==> config.mk <==
export PLATFORM = sky130hd
export DESIGN_NAME = phase_drive_gen
export DESIGN_NICKNAME = d
export VERILOG_FILES = /design/src/rtl/cdu_timing_pkg.sv /design/src/rtl/zero_stretch.sv /design/src/rtl/phase_drive_gen.sv
export SDC_FILE = /design/constraint.sdc
export NUM_CORES = 1
export LEC_CHECK = 0
export BUFFER_PORTS_ARGS = -buffer_cell sky130_fd_sc_hd__buf_2
export CAP_MARGIN = 0
export CORE_UTILIZATION = 50
export CTS_CLUSTER_DIAMETER = 30
export DETAILED_ROUTE_END_ITERATION = 10
export GPL_TIMING_DRIVEN = 0
export PLACE_DENSITY = 0.78
export SLEW_MARGIN = 5
export SYNTH_ARGS = -nofsm -noshare
export SYNTH_HDL_FRONTEND = slang
export SYNTH_SLANG_ARGS = --single-unit
==> constraint.sdc <==
create_clock -name clk -period 5.3 [get_ports clk]
set_input_delay 0.265 -clock clk [delete_from_list [all_inputs] [get_ports clk]]
set_output_delay 0.265 -clock clk [all_outputs]
set_load 0.1 [all_outputs]
==> src/rtl/cdu_timing_pkg.sv <==
// Shared types and helpers for the CDU four-phase timing drive generator.
package cdu_timing_pkg;

    typedef enum logic [1:0] {IDLE, RUN, DRAIN} state_t;
    typedef enum logic [1:0] {PH1, PH2, PH3, PH4} phase_t;

    localparam int unsigned ZeroCntW = 8;

    function automatic int unsigned clog2_div(input int unsigned div);
        return (div < 2) ? 1 : $clog2(div);
    endfunction

    // Legal ranges: DIV 2..64, PULSE_W 1..DIV-1, ZERO_CYC 1..255.
    function automatic bit params_ok(input int unsigned div, input int unsigned pulse_w,
                                     input int unsigned zero_cyc);
        return (div >= 2) && (div <= 64) && (pulse_w >= 1) && (pulse_w <= div - 1) &&
               (zero_cyc >= 1) && (zero_cyc <= 255);
    endfunction

endpackage

==> src/rtl/zero_stretch.sv <==
// Stretches the moding zero command into ISSZDR, held low for ZERO_CYC whole cycles.
module zero_stretch
    import cdu_timing_pkg::*;
#(
    parameter int unsigned ZERO_CYC = 2
) (
    input  logic                clk,
    input  logic                rst,
    input  logic                strobe,
    input  logic                zero_req,
    input  logic                clear,
    output logic                ISSZDR,
    output logic [ZeroCntW-1:0] zero_cnt
);

    localparam logic [ZeroCntW-1:0] Load = ZeroCntW'(ZERO_CYC);

    logic [ZeroCntW-1:0] cnt_d, cnt_dec;
    logic                issz_d;

    always_comb begin
        cnt_d   = zero_cnt;
        issz_d  = ISSZDR;
        cnt_dec = (zero_cnt == '0) ? '0 : zero_cnt - 1'b1;
        if (clear) begin
            cnt_d  = '0;
            issz_d = 1'b1;
        end else if (strobe) begin
            // Expiry and a fresh request on the same boundary reload without releasing.
            if (cnt_dec == '0) begin
                cnt_d  = zero_req ? Load : '0;
                issz_d = ~zero_req;
            end else begin
                cnt_d  = cnt_dec;
                issz_d = 1'b0;
            end
        end
    end

    always_ff @(posedge clk or posedge rst) begin
        if (rst) begin
            zero_cnt <= '0;
            ISSZDR   <= 1'b1;
        end else begin
            zero_cnt <= cnt_d;
            ISSZDR   <= issz_d;
        end
    end

endmodule

==> src/rtl/phase_drive_gen.sv <==
// CDU four-phase drive generator (FAZ1DR..FAZ4DR, ISSZDR) from one master clock.
// Optional phase monitor built when PHASE_MON_EN is defined; otherwise fault is tied low.
module phase_drive_gen
    import cdu_timing_pkg::*;
#(
    parameter int unsigned DIV      = 4,
    parameter int unsigned PULSE_W  = 3,
    parameter int unsigned ZERO_CYC = 2
) (
    input  logic clk,
    input  logic rst,
    input  logic run_en,
    input  logic zero_req,
    output logic FAZ1DR,
    output logic FAZ2DR,
    output logic FAZ2DR_n,
    output logic FAZ3DR,
    output logic FAZ4DR,
    output logic ISSZDR,
    output logic cyc_start,
    output logic running,
    output logic fault
);

    localparam int unsigned   DW     = clog2_div(DIV);
    localparam logic [DW-1:0] DivMax = DW'(DIV - 1);
    localparam logic [DW-1:0] PulseW = DW'(PULSE_W);

    if (!params_ok(DIV, PULSE_W, ZERO_CYC)) begin : g_bad_params
        $error("phase_drive_gen: DIV/PULSE_W/ZERO_CYC out of legal range");
    end

    state_t        state_q, state_d;
    logic [DW-1:0] div_q, div_d;
    phase_t        ph_q, ph_d;
    logic [3:0]    faz_q, faz_d;
    logic          faz2n_q, cyc_q, cyc_d, run_q, last_clk;
    logic [ZeroCntW-1:0] zero_cnt_unused;

    always_ff @(posedge clk or posedge rst) begin
        if (rst) begin
            state_q <= IDLE;
            div_q   <= '0;
            ph_q    <= PH1;
            faz_q   <= 4'b1111;
            faz2n_q <= 1'b0;
            cyc_q   <= 1'b0;
            run_q   <= 1'b0;
        end else begin
            state_q <= state_d;
            div_q   <= div_d;
            ph_q    <= ph_d;
            faz_q   <= faz_d;
            faz2n_q <= ~faz_d[1];
            cyc_q   <= cyc_d;
            run_q   <= (state_d != IDLE);
        end
    end

    always_comb begin
        last_clk = (ph_q == PH4) && (div_q == DivMax);
        state_d  = state_q;
        div_d    = '0;
        ph_d     = PH1;
        unique case (state_q)
            IDLE:    if (run_en) state_d = RUN;
            RUN:     if (!run_en) state_d = DRAIN;
            DRAIN: begin
                if (run_en)        state_d = RUN;
                else if (last_clk) state_d = IDLE;
            end
            default: state_d = IDLE;
        endcase
        // Counting carries on through DRAIN; the wrap on last_clk lands on the IDLE values.
        if (state_q != IDLE) begin
            div_d = (div_q == DivMax) ? '0 : div_q + 1'b1;
            ph_d  = (div_q == DivMax) ? phase_t'(ph_q + 2'd1) : ph_q;
        end
    end

    // Outputs are decoded from next state so the registered drives line up with the counters.
    always_comb begin
        faz_d = 4'b1111;
        if ((state_d != IDLE) && (div_d < PulseW)) faz_d[ph_d] = 1'b0;
        cyc_d = (state_d != IDLE) && (div_d == '0) && (ph_d == PH1);
    end

    assign FAZ1DR    = faz_q[0];
    assign FAZ2DR    = faz_q[1];
    assign FAZ3DR    = faz_q[2];
    assign FAZ4DR    = faz_q[3];
    assign FAZ2DR_n  = faz2n_q;
    assign cyc_start = cyc_q;
    assign running   = run_q;

    zero_stretch #(
        .ZERO_CYC(ZERO_CYC)
    ) u_zero_stretch (
        .clk     (clk),
        .rst     (rst),
        .strobe  (cyc_d),
        .zero_req(zero_req),
        .clear   (state_d == IDLE),
        .ISSZDR  (ISSZDR),
        .zero_cnt(zero_cnt_unused)
    );

`ifdef PHASE_MON_EN
    localparam int unsigned   TW      = $clog2(4 * DIV + 1);
    localparam logic [TW-1:0] QuietMx = TW'(4 * DIV);

    logic [3:0]    low_vec, low_prev_q;
    phase_t        last_q, ph_exp;
    logic [TW-1:0] quiet_q;
    logic          fault_q, err, new_low;

    assign low_vec = ~{FAZ4DR, FAZ3DR, FAZ2DR, FAZ1DR};

    always_comb begin
        ph_exp  = phase_t'(last_q + 2'd1);
        new_low = (low_vec != 4'd0) && (low_prev_q == 4'd0);
        err     = 1'b0;
        if ((low_vec & (low_vec - 4'd1)) != 4'd0)          err = 1'b1;
        if (FAZ2DR_n == FAZ2DR)                            err = 1'b1;
        if (new_low && (low_vec != (4'b0001 << ph_exp)))   err = 1'b1;
        if ((state_q == RUN) && (quiet_q == QuietMx))      err = 1'b1;
    end

    always_ff @(posedge clk or posedge rst) begin
        if (rst) begin
            fault_q    <= 1'b0;
            low_prev_q <= 4'd0;
            last_q     <= PH4;
            quiet_q    <= '0;
        end else begin
            fault_q    <= fault_q | err;
            low_prev_q <= low_vec;
            if (state_q == IDLE) last_q <= PH4;
            else if (new_low)    last_q <= ph_exp;
            if ((state_q != RUN) || (low_vec != 4'd0)) quiet_q <= '0;
            else if (quiet_q != QuietMx)               quiet_q <= quiet_q + 1'b1;
        end
    end

    assign fault = fault_q;
`else
    assign fault = 1'b0;
`endif

endmodule

* Word level (Yosys, flattened, before mapping)
Cells that the tools add are included.
** Operators by class
- Magnitude comparators :: 3
- $add $sub $neg :: 3
- Reductions and logical operators :: 14
- Bitwise operators :: 3
- Equal/unequal tests :: 4
- Multiplexer cells :: 20
** Operators with widths (number)
- 8-bit two-way mux :: 4
- 2-bit two-way mux :: 9
- 8-bit zero test :: 2
- 2-bit zero test :: 4
- 8-bit by 1-bit subtractor with 8-bit output, second input constant :: 1
- 2-bit equality test, second input constant :: 3
- 2-bit one-hot mux with 3 select lines :: 1
- 2-bit nonzero test :: 3
- 1-bit logical AND :: 5
- 2-bit by 1-bit adder with 2-bit output, second input constant :: 2
- 1-bit two-way mux :: 4
- 4-bit two-way mux :: 1
- 4-bit NOT :: 1
- 2-bit by 3-bit less-than comparator with 1-bit output, second input constant :: 1
- 1-bit demux with 2-bit select :: 1
- 2-bit by 1-bit equality test with 1-bit output, second input constant :: 1
- 2-bit by 1-bit greater-or-equal comparator with 1-bit output, second input constant :: 1
- 2-bit less-than comparator, second input constant :: 1
- 1-bit NOT :: 2
** Word-level totals
- Output and inout port bits :: 9
- Register bits :: 22
- Bits of input ports :: 4
- Logic and storage cells :: 56

* Depth between registers and ports, before layout
Gate-level depths: netlist of run 1.
- Word-level depth :: 10
- Gate-level depth with buffers :: 8
- Mapped depth without buffers :: 6

* By module
From an unflattened synthesis of run 1, not the netlist that was laid out.
** Unflattened totals
- Cells, all modules :: 115
- Area total of the unflattened synthesis :: 1178.6 sq um
** By module, submodules not included
- zero_stretch :: area an instance 608.1 sq um, cells each 69, times used 1
- phase_drive_gen :: area an instance 570.5 sq um, cells each 46, times used 1

* Least setup slack after synthesis of run 1
OpenSTA, ideal clock, no wires.
- Path type :: register -> register
- From :: register div_q[0]
- To :: register u_zero_stretch.zero_cnt[3]
- Cell stages (with the launch flop) :: 6
- Slack :: 3.491 ns
- Period minus slack after synthesis :: 1.809 ns
- Required time :: 5.190 ns
- Setup time :: 0.110 ns
- Arrival :: 1.699 ns
- Path through :: dfrtp_1 ha_1 nor4b_4 a211oi_4 or2_1 o41ai_1
** Between the ends
- Word-level cells in the longest chain between the ends :: 9
- Elaborated cells between the ends (all ways) :: 18
- Classes of those cells :: 1 x add/sub; 1 x eq/ne; 8 x mux; 8 x reduce/logical
** Ends and longest elaborated chain
- start: declaration :: RTL line phase_drive_gen.sv:34 : logic [DW-1:0] div_q, div_d;
- start signal: assignment :: RTL line phase_drive_gen.sv:51 : div_q <= div_d;
- 2-bit equality test :: RTL line phase_drive_gen.sv:61, phase_drive_gen.sv:76, phase_drive_gen.sv:77
- 1-bit logical AND :: RTL line phase_drive_gen.sv:61 : last_clk = (ph_q == PH4) && (div_q == DivMax);
- 2-bit two-way mux :: RTL line phase_drive_gen.sv:70 : else if (last_clk) state_d = IDLE;
- 2-bit two-way mux :: RTL line phase_drive_gen.sv:69 : if (run_en) state_d = RUN;
- 2-bit one-hot mux with 3 select lines :: RTL line phase_drive_gen.sv:65 : unique case (state_q)
- 2-bit nonzero test :: RTL line phase_drive_gen.sv:85 : cyc_d = (state_d != IDLE) && (div_d == '0) && (ph_d == PH1);
- 1-bit logical AND (2 in series) :: RTL line phase_drive_gen.sv:85
- 2-bit nonzero test (no line)
- end signal: assignment :: RTL line zero_stretch.sv:45 : zero_cnt <= cnt_d;
- end: declaration :: RTL line zero_stretch.sv:13 : output logic [ZeroCntW-1:0] zero_cnt
Parallel ways exist; a longest one is shown, timed or not.
A chain may end at the register's enable or synchronous reset.

* Worst setup path in the final report of run 1
- From :: register div_q[0]
- To :: register u_zero_stretch.zero_cnt[7]
The elaborated chain is that of the path after synthesis.

==> flow_metrics.py, run 1 <==
metrics = {
    "floorplan": {
        "initial_core_util_pct": 53.3,
        "die_area_sq_mm": 0.00256,
        "boundaryPins": 13,
        "rows": 17,
        "core-area_sq_mm": 0.00221,
        "fp.dieW_microns": 50.6,
        "die_h_microns": 50.6,
    },
    "sta": {
        "period_needed_ns": 2.03,
        "fmax_ghz": 0.494,
        "finalHoldViolations": 0,
        "rsz0062_at_grt": "no",
        "worst_pin_slew_ns": 0.796,
        "setup_tns_ns": 0,
        "finalCritPeriodShare_pct": 38.2,
        "max_slew_margin_pct": 46.9,
        "setup_viol": 0,
        "report.final.slew_viol_count": 0,
        "skew_ns": 0.00560,
    },
    "place": {
        "hpwl_microns": 1550,
        "globalplace.congestion": 0.792,
        "io_buffers": 11,
    },
    "cells_and_area": {
        "diodes": 0,
        "drive_gt1_share_pct": 23.4,
        "nets": 133,
        "syn2layout_area_growth_pct": 12.1,
        "n_fill_cell": 194,
    },
    "clocking": {
        "clock_latency_ns": 0.31,
        "clk_path_buf_depth": 2,
        "h-tree-depth": 1,
        "root_buffer": "clkbuf_4",
        "clock_sinks": 22,
        "cts.reportedPaths.clkPinSlew_ns": 0.13,
        "cts_hold_buffers": 0,
        "postCtsSetupBuffers": 0,
        "tritoncts": "done",
        "cts_resized": 0,
        "cts_made_buffers": 3,
    },
    "critical_path": {
        "r2r_start": "div_q[0]",
        "reg2reg_slack_ns": 3.27,
        "crit_arrival_ns": 2.21,
        "cp_max_fo": 9,
        "start_kind": "flop",
        "cp_slowest_stage_delay_ns": 0.43,
        "criticalPathCategory": "reg2reg",
        "cp_top_family": "compound AO/OA/AOI/OAI gates",
        "worstSetupEndpointType": "flop",
        "reg2reg_depth": 6,
        "crit_slowest_cell": "dfrtp_1",
        "crit_path_cell_trace": "ha_1 > buf_6 > a21bo_1 > o211a_1 > or3_1 > o41ai_1",
        "path_buf_inv": 1,
        "required_ns": 5.48,
        "r2r_end": "u_zero_stretch.zero_cnt[7]",
    },
    "power": {
        "ir_drop_v": 0.000334,
        "p_leak_nw": 0.607,
        "pwr_density_cell_mw_per_mm2": 609,
        "finalPower_w": 0.000805,
    },
    "synth": {
        "yosysSeqAreaShare_pct": 47.2,
        "synth_flop_cell": "dfrtp_1",
        "syn_nets": 117,
        "ys_warn_count": 0,
        "yosysUniqueCellTypes": 43,
        "avgSynthCellArea_sq_um": 10.8,
        "synth_area_sq_mm": 0.00118,
        "synth_cells": 109,
        "ys_seq_elements": 22,
        "synth_edf_count": 0,
        "ys_async_sr_fraction_pct": 100,
    },
    "global_routing": {
        "antenna_found_initial": 0,
        "grt_overflow": 0,
        "grt_pass1_wl_microns": 3840,
        "grt_pass1_vias": 890,
        "grt_use_total_pct": 20.0,
        "grt_max_degree": 23,
    },
    "min_path": {
        "hp-class": "in2async",
    },
    "routing": {
        "drc": 0,
        "wl_per_cell_microns": 13.9,
        "first_pass_iters": 4,
        "via_per_inst": 5.74,
        "wl_microns": 2120,
        "via_count": 873,
        "initialDrtViolationCount": 14,
        "ant_nets": 0,
    },
    "run": {
        "drv_cap": 0,
    },
    "outcome": {
        "status": "completed",
    },
}
-- layout make-up --
class / count / area (sq um) / area share, %
Sequential cell: 22 / 557 / 42.1
Multi-Input combinational cell: 74 / 557 / 42.1
Timing Repair Buffer: 11 / 55.1 / 4.17
Tap cell: 28 / 35.0 / 2.65
Inverter: 9 / 33.8 / 2.56
Buffer: 4 / 31.3 / 2.37
Clock inverter: 1 / 30.0 / 2.27
Clock buffer: 3 / 22.5 / 1.70
-- per-stage QoR --
step	hold WS (ns)	cell area, sq um	setup WS [ns]	util [%]	instances
6_report	0.0835	1320	3.27	59.7	152
5_1_grt	0.117	1320	3.18	59.7	152
4_1_cts	0.114	1320	3.29	59.7	152
3_5_place_dp	0.453	1270	3.32	57.4	148
3_3_place_gp	0.443	1270	3.37	57.4	148
2_1_floorplan	0.251	1180	3.49	-	109
-- flip-flops by register name, indices dropped and copies added, names as in the netlist --
name and cells:
u_zero_stretch.zero_cnt 8, faz_q 4, div_q 2, ph_q 2
state_q 2, FAZ2DR_n 1, cyc_start 1, running 1
u_zero_stretch.ISSZDR 1
-- cell usage after synthesis (2+ instances only) --
master | number | area share [%]
dfrtp_1 | 17 | 36
inv_1 | 8 | 2.5
nor2_1 | 8 | 2.5
dfstp_2 | 5 | 11
ha_1 | 4 | 4.2
nand2_1 | 4 | 1.3
nand2b_1 | 4 | 2.1
o31ai_1 | 4 | 2.5
or2_1 | 4 | 2.1
a21oi_1 | 3 | 1.3
mux2i_1 | 3 | 2.5
nor3_1 | 3 | 1.3
nor4_1 | 3 | 1.6
o21ai_1 | 3 | 1.3
or3_1 | 3 | 1.6
buf_4 | 2 | 1.3
nand3_1 | 2 | 0.85
nand3b_1 | 2 | 1.3
o211ai_1 | 2 | 1.3
o41ai_1 | 2 | 1.5
-- worst reg2reg max path, delay by kind of cell, from the launching register on --
kind | cells | cell delay (ns)
fa+ha+maj | 1 | 0.22
flops | 1 | 0.43
buf+inv | 1 | 0.14
simple gates | 1 | 0.36
compound gates | 3 | 0.76
-- kinds of logic after synthesis --
logic type | Yosys count | synth area share, %
other | 1 | 0.318
buffers and inverters | 13 | 5.52
adder cells (fa/ha/maj) | 4 | 4.25
AO/OA/AOI/OAI | 26 | 17.6
AND/OR/NAND/NOR | 37 | 20.1
multiplexers | 4 | 3.50
flip-flops | 22 | 47.2
XOR/XNOR | 2 | 1.49
-- layout by cell type, fill, tap and decap left out, types with 2 or more instances in the layout --
cell type and count:
nand2_1 4, nor3_1 3, o31ai_1 4, clkbuf_4 3
ha_1 4, mux2i_1 3, o21ai_1 3, nand3b_1 2
or2_1 4, dfrtp_1 17, buf_4 2, nor2_1 8
buf_2 12, o211ai_1 2, or3_1 3, nand3_1 2
inv_1 8, o41ai_1 2, a21oi_1 3, nand2b_1 4
dfstp_2 5, nor4_1 3
-- worst max path at each step --
stage | startpoint | end | slack [ns] | cells past startpoint
after floorplan | div_q[0] | u_zero_stretch.zero_cnt[3] | 3.49 | 5
after global placement | div_q[0] | u_zero_stretch.zero_cnt[1] | 3.37 | 6
after detailed placement | ph_q[0] | u_zero_stretch.zero_cnt[1] | 3.32 | 6
after CTS | ph_q[0] | u_zero_stretch.zero_cnt[1] | 3.29 | 6
after global routing | ph_q[0] | u_zero_stretch.zero_cnt[1] | 3.18 | 6
final | div_q[0] | u_zero_stretch.zero_cnt[7] | 3.27 | 6
-- power by group --
group / internal, W / leakage [nW] / total, W / switching (W)
sequential: 0.000218 / 0.274 / 0.000253 / 0.0000346
clock: 0.0000764 / 0.0279 / 0.000128 / 0.0000515
combinational: 0.000136 / 0.304 / 0.000424 / 0.000288
-- routing by layer --
metal	vias up	global-route usage [%]	routed length [microns]
met5	-	0	0
met2	35	31.6	1020
met4	0	9.26	29
met3	4	3.03	98
li1	421	-	-
met1	413	27.0	973
(Power assumes the default switching activity.)
==> run 2: changes to the inputs <==
Clock period 5.3 ns to 2 ns, I/O delays scaled along.
==> run 2 against run 1 <==
Clock skew fell by 0.0012 ns. Critical endpoint is now u_zero_stretch.zero_cnt[3]. Routed wire length up 6.1%. Setup slack got worse by 3.2 ns. Combinational power grew to 2.8 times the previous value.
==> flow_metrics.py, run 2 (synthesis gave the netlist of run 1 again) <==
metrics = {
    "floorplan": {
        "initial_core_util_pct": 53.3,
        "fp.dieW_microns": 50.6,
        "core-area_sq_mm": 0.00221,
        "die_area_sq_mm": 0.00256,
        "die_h_microns": 50.6,
        "boundaryPins": 13,
        "rows": 17,
    },
    "sta": {
        "finalCritPeriodShare_pct": 94.8,
        "max_slew_margin_pct": 45.3,
        "period_needed_ns": 1.90,
        "skew_ns": 0.00435,
        "fmax_ghz": 0.527,
        "finalHoldViolations": 0,
        "setup_tns_ns": 0,
        "setup_viol": 0,
        "worst_pin_slew_ns": 0.820,
        "report.final.slew_viol_count": 0,
    },
    "global_routing": {
        "antenna_found_initial": 0,
        "grt_use_total_pct": 20.2,
        "grt_pass1_vias": 918,
        "grt_overflow": 0,
        "grt_max_degree": 23,
        "grt_pass1_wl_microns": 3880,
    },
    "cells_and_area": {
        "n_fill_cell": 183,
        "largest_register": "u_zero_stretch.zero_cnt",
        "seq_area_sq_um": 558,
        "nets": 139,
        "multi_input_area_sq_um": 564,
        "syn2layout_area_growth_pct": 17.6,
        "drive_gt1_share_pct": 26.2,
        "mostFrequentLayoutCell": "dfrtp_1",
        "largest_reg_flops": 8,
        "final_cell_mix": "dfrtp_1, buf_2, inv_1, nor2_1, dfstp_2",
        "diodes": 0,
        "top_regs": "u_zero_stretch.zero_cnt (8), faz_q (4)",
    },
    "routing": {
        "initialDrtViolationCount": 14,
        "first_pass_iters": 4,
        "via_per_inst": 5.68,
        "wl_per_cell_microns": 14.2,
        "drc": 0,
        "wl_microns": 2250,
        "via_count": 898,
        "ant_nets": 0,
    },
    "critical_path": {
        "crit_arrival_ns": 2.11,
        "r2r_start": "div_q[0]",
        "r2r_end": "u_zero_stretch.zero_cnt[3]",
        "cp_max_fo": 9,
        "criticalPathCategory": "reg2reg",
        "crit_end": "u_zero_stretch.zero_cnt[3]",
        "required_ns": 2.21,
        "worstSetupEndpointType": "flop",
        "reg2reg_depth": 6,
        "start_kind": "flop",
        "reg2reg_slack_ns": 0.10,
        "crit_start": "div_q[0]",
    },
    "power": {
        "p_leak_nw": 0.639,
        "pwr_density_cell_mw_per_mm2": 1580,
        "ir_drop_v": 0.000917,
        "finalPower_w": 0.00219,
    },
    "clocking": {
        "tritoncts": "done",
        "clk_path_buf_depth": 2,
        "clock_latency_ns": 0.31,
        "cts_made_buffers": 3,
        "cts.reportedPaths.clkPinSlew_ns": 0.12,
        "h-tree-depth": 1,
        "clock_sinks": 22,
        "root_buffer": "clkbuf_4",
    },
    "run": {
        "drv_cap": 0,
    },
    "place": {
        "hpwl_microns": 1550,
        "globalplace.congestion": 0.792,
        "io_buffers": 11,
    },
    "outcome": {
        "status": "completed",
    },
    "min_path": {
        "hp-class": "in2async",
    },
}
==> run 2: power breakdown <==
group,internal [W],switching (W),total [W]
combinational,0.000397,0.000789,0.00119
clock,0.000203,0.000134,0.000337
sequential,0.000580,0.0000885,0.000669
==> run 2: timing repair <==
action | CTS | global route
buffers inserted | 0 | 3
gates resized for setup | 1 | 2
hold buffers | 3 | 0
endpoints found under the setup margin | 1 | 6
endpoints found under the hold margin | 19 | 0
pin swaps | 0 | 2
==> run 2: critical path: stages (launching register included) <==
cell	delay (ns)
dfrtp_1	0.41
ha_1	0.21
buf_6	0.14
nor4b_4	0.33
a211oi_4	0.14
or2_1	0.29
o41ai_1	0.29
==> run 2: layout make-up <==
cell class,count,share of cell area (%)
buffer,4,2.53
clock buffer,3,1.62
clock inverter,1,2.17
inverter,9,2.44
multi-input combinational,74,40.7
sequential,22,40.3
tap,28,2.53
timing repair buffer,17,7.76
==> run 2: worst min path at each step <==
stage | from | endpoint | slack (ns) | cells after the start
after global placement | zero_req | u_zero_stretch.ISSZDR | 0.28 | 2
after detailed placement | run_en | state_q[1] | 0.29 | 2
after floorplan | rst | FAZ2DR_n | 0.09 | 1
after global routing | zero_req | u_zero_stretch.ISSZDR | 0.50 | 3
after CTS | zero_req | u_zero_stretch.ISSZDR | 0.48 | 3
final | rst | running | 0.49 | 3
==> run 2: layer usage <==
metal | vias to the layer above | part of all wire [%] | track usage, %
met5 | - | 0 | 0
met4 | 0 | 1.5 | 10.6
met3 | 4 | 3.2 | 3.03
met2 | 26 | 50 | 32.0
met1 | 434 | 46 | 26.6
li1 | 434 | - | -
==> run 2: per-stage QoR <==
step	hold WS (ns)	cells	utilization, %	instance area [sq um]	setup WS, ns
floorplan	0.0855	109	-	1180	0.191
global placement	0.278	148	57.4	1270	0.0712
detailed placement	0.288	148	57.4	1270	0.0212
CTS	0.483	155	61.3	1360	0.000959
global route	0.503	158	62.7	1390	-0.0108
finish	0.491	158	62.7	1390	0.104
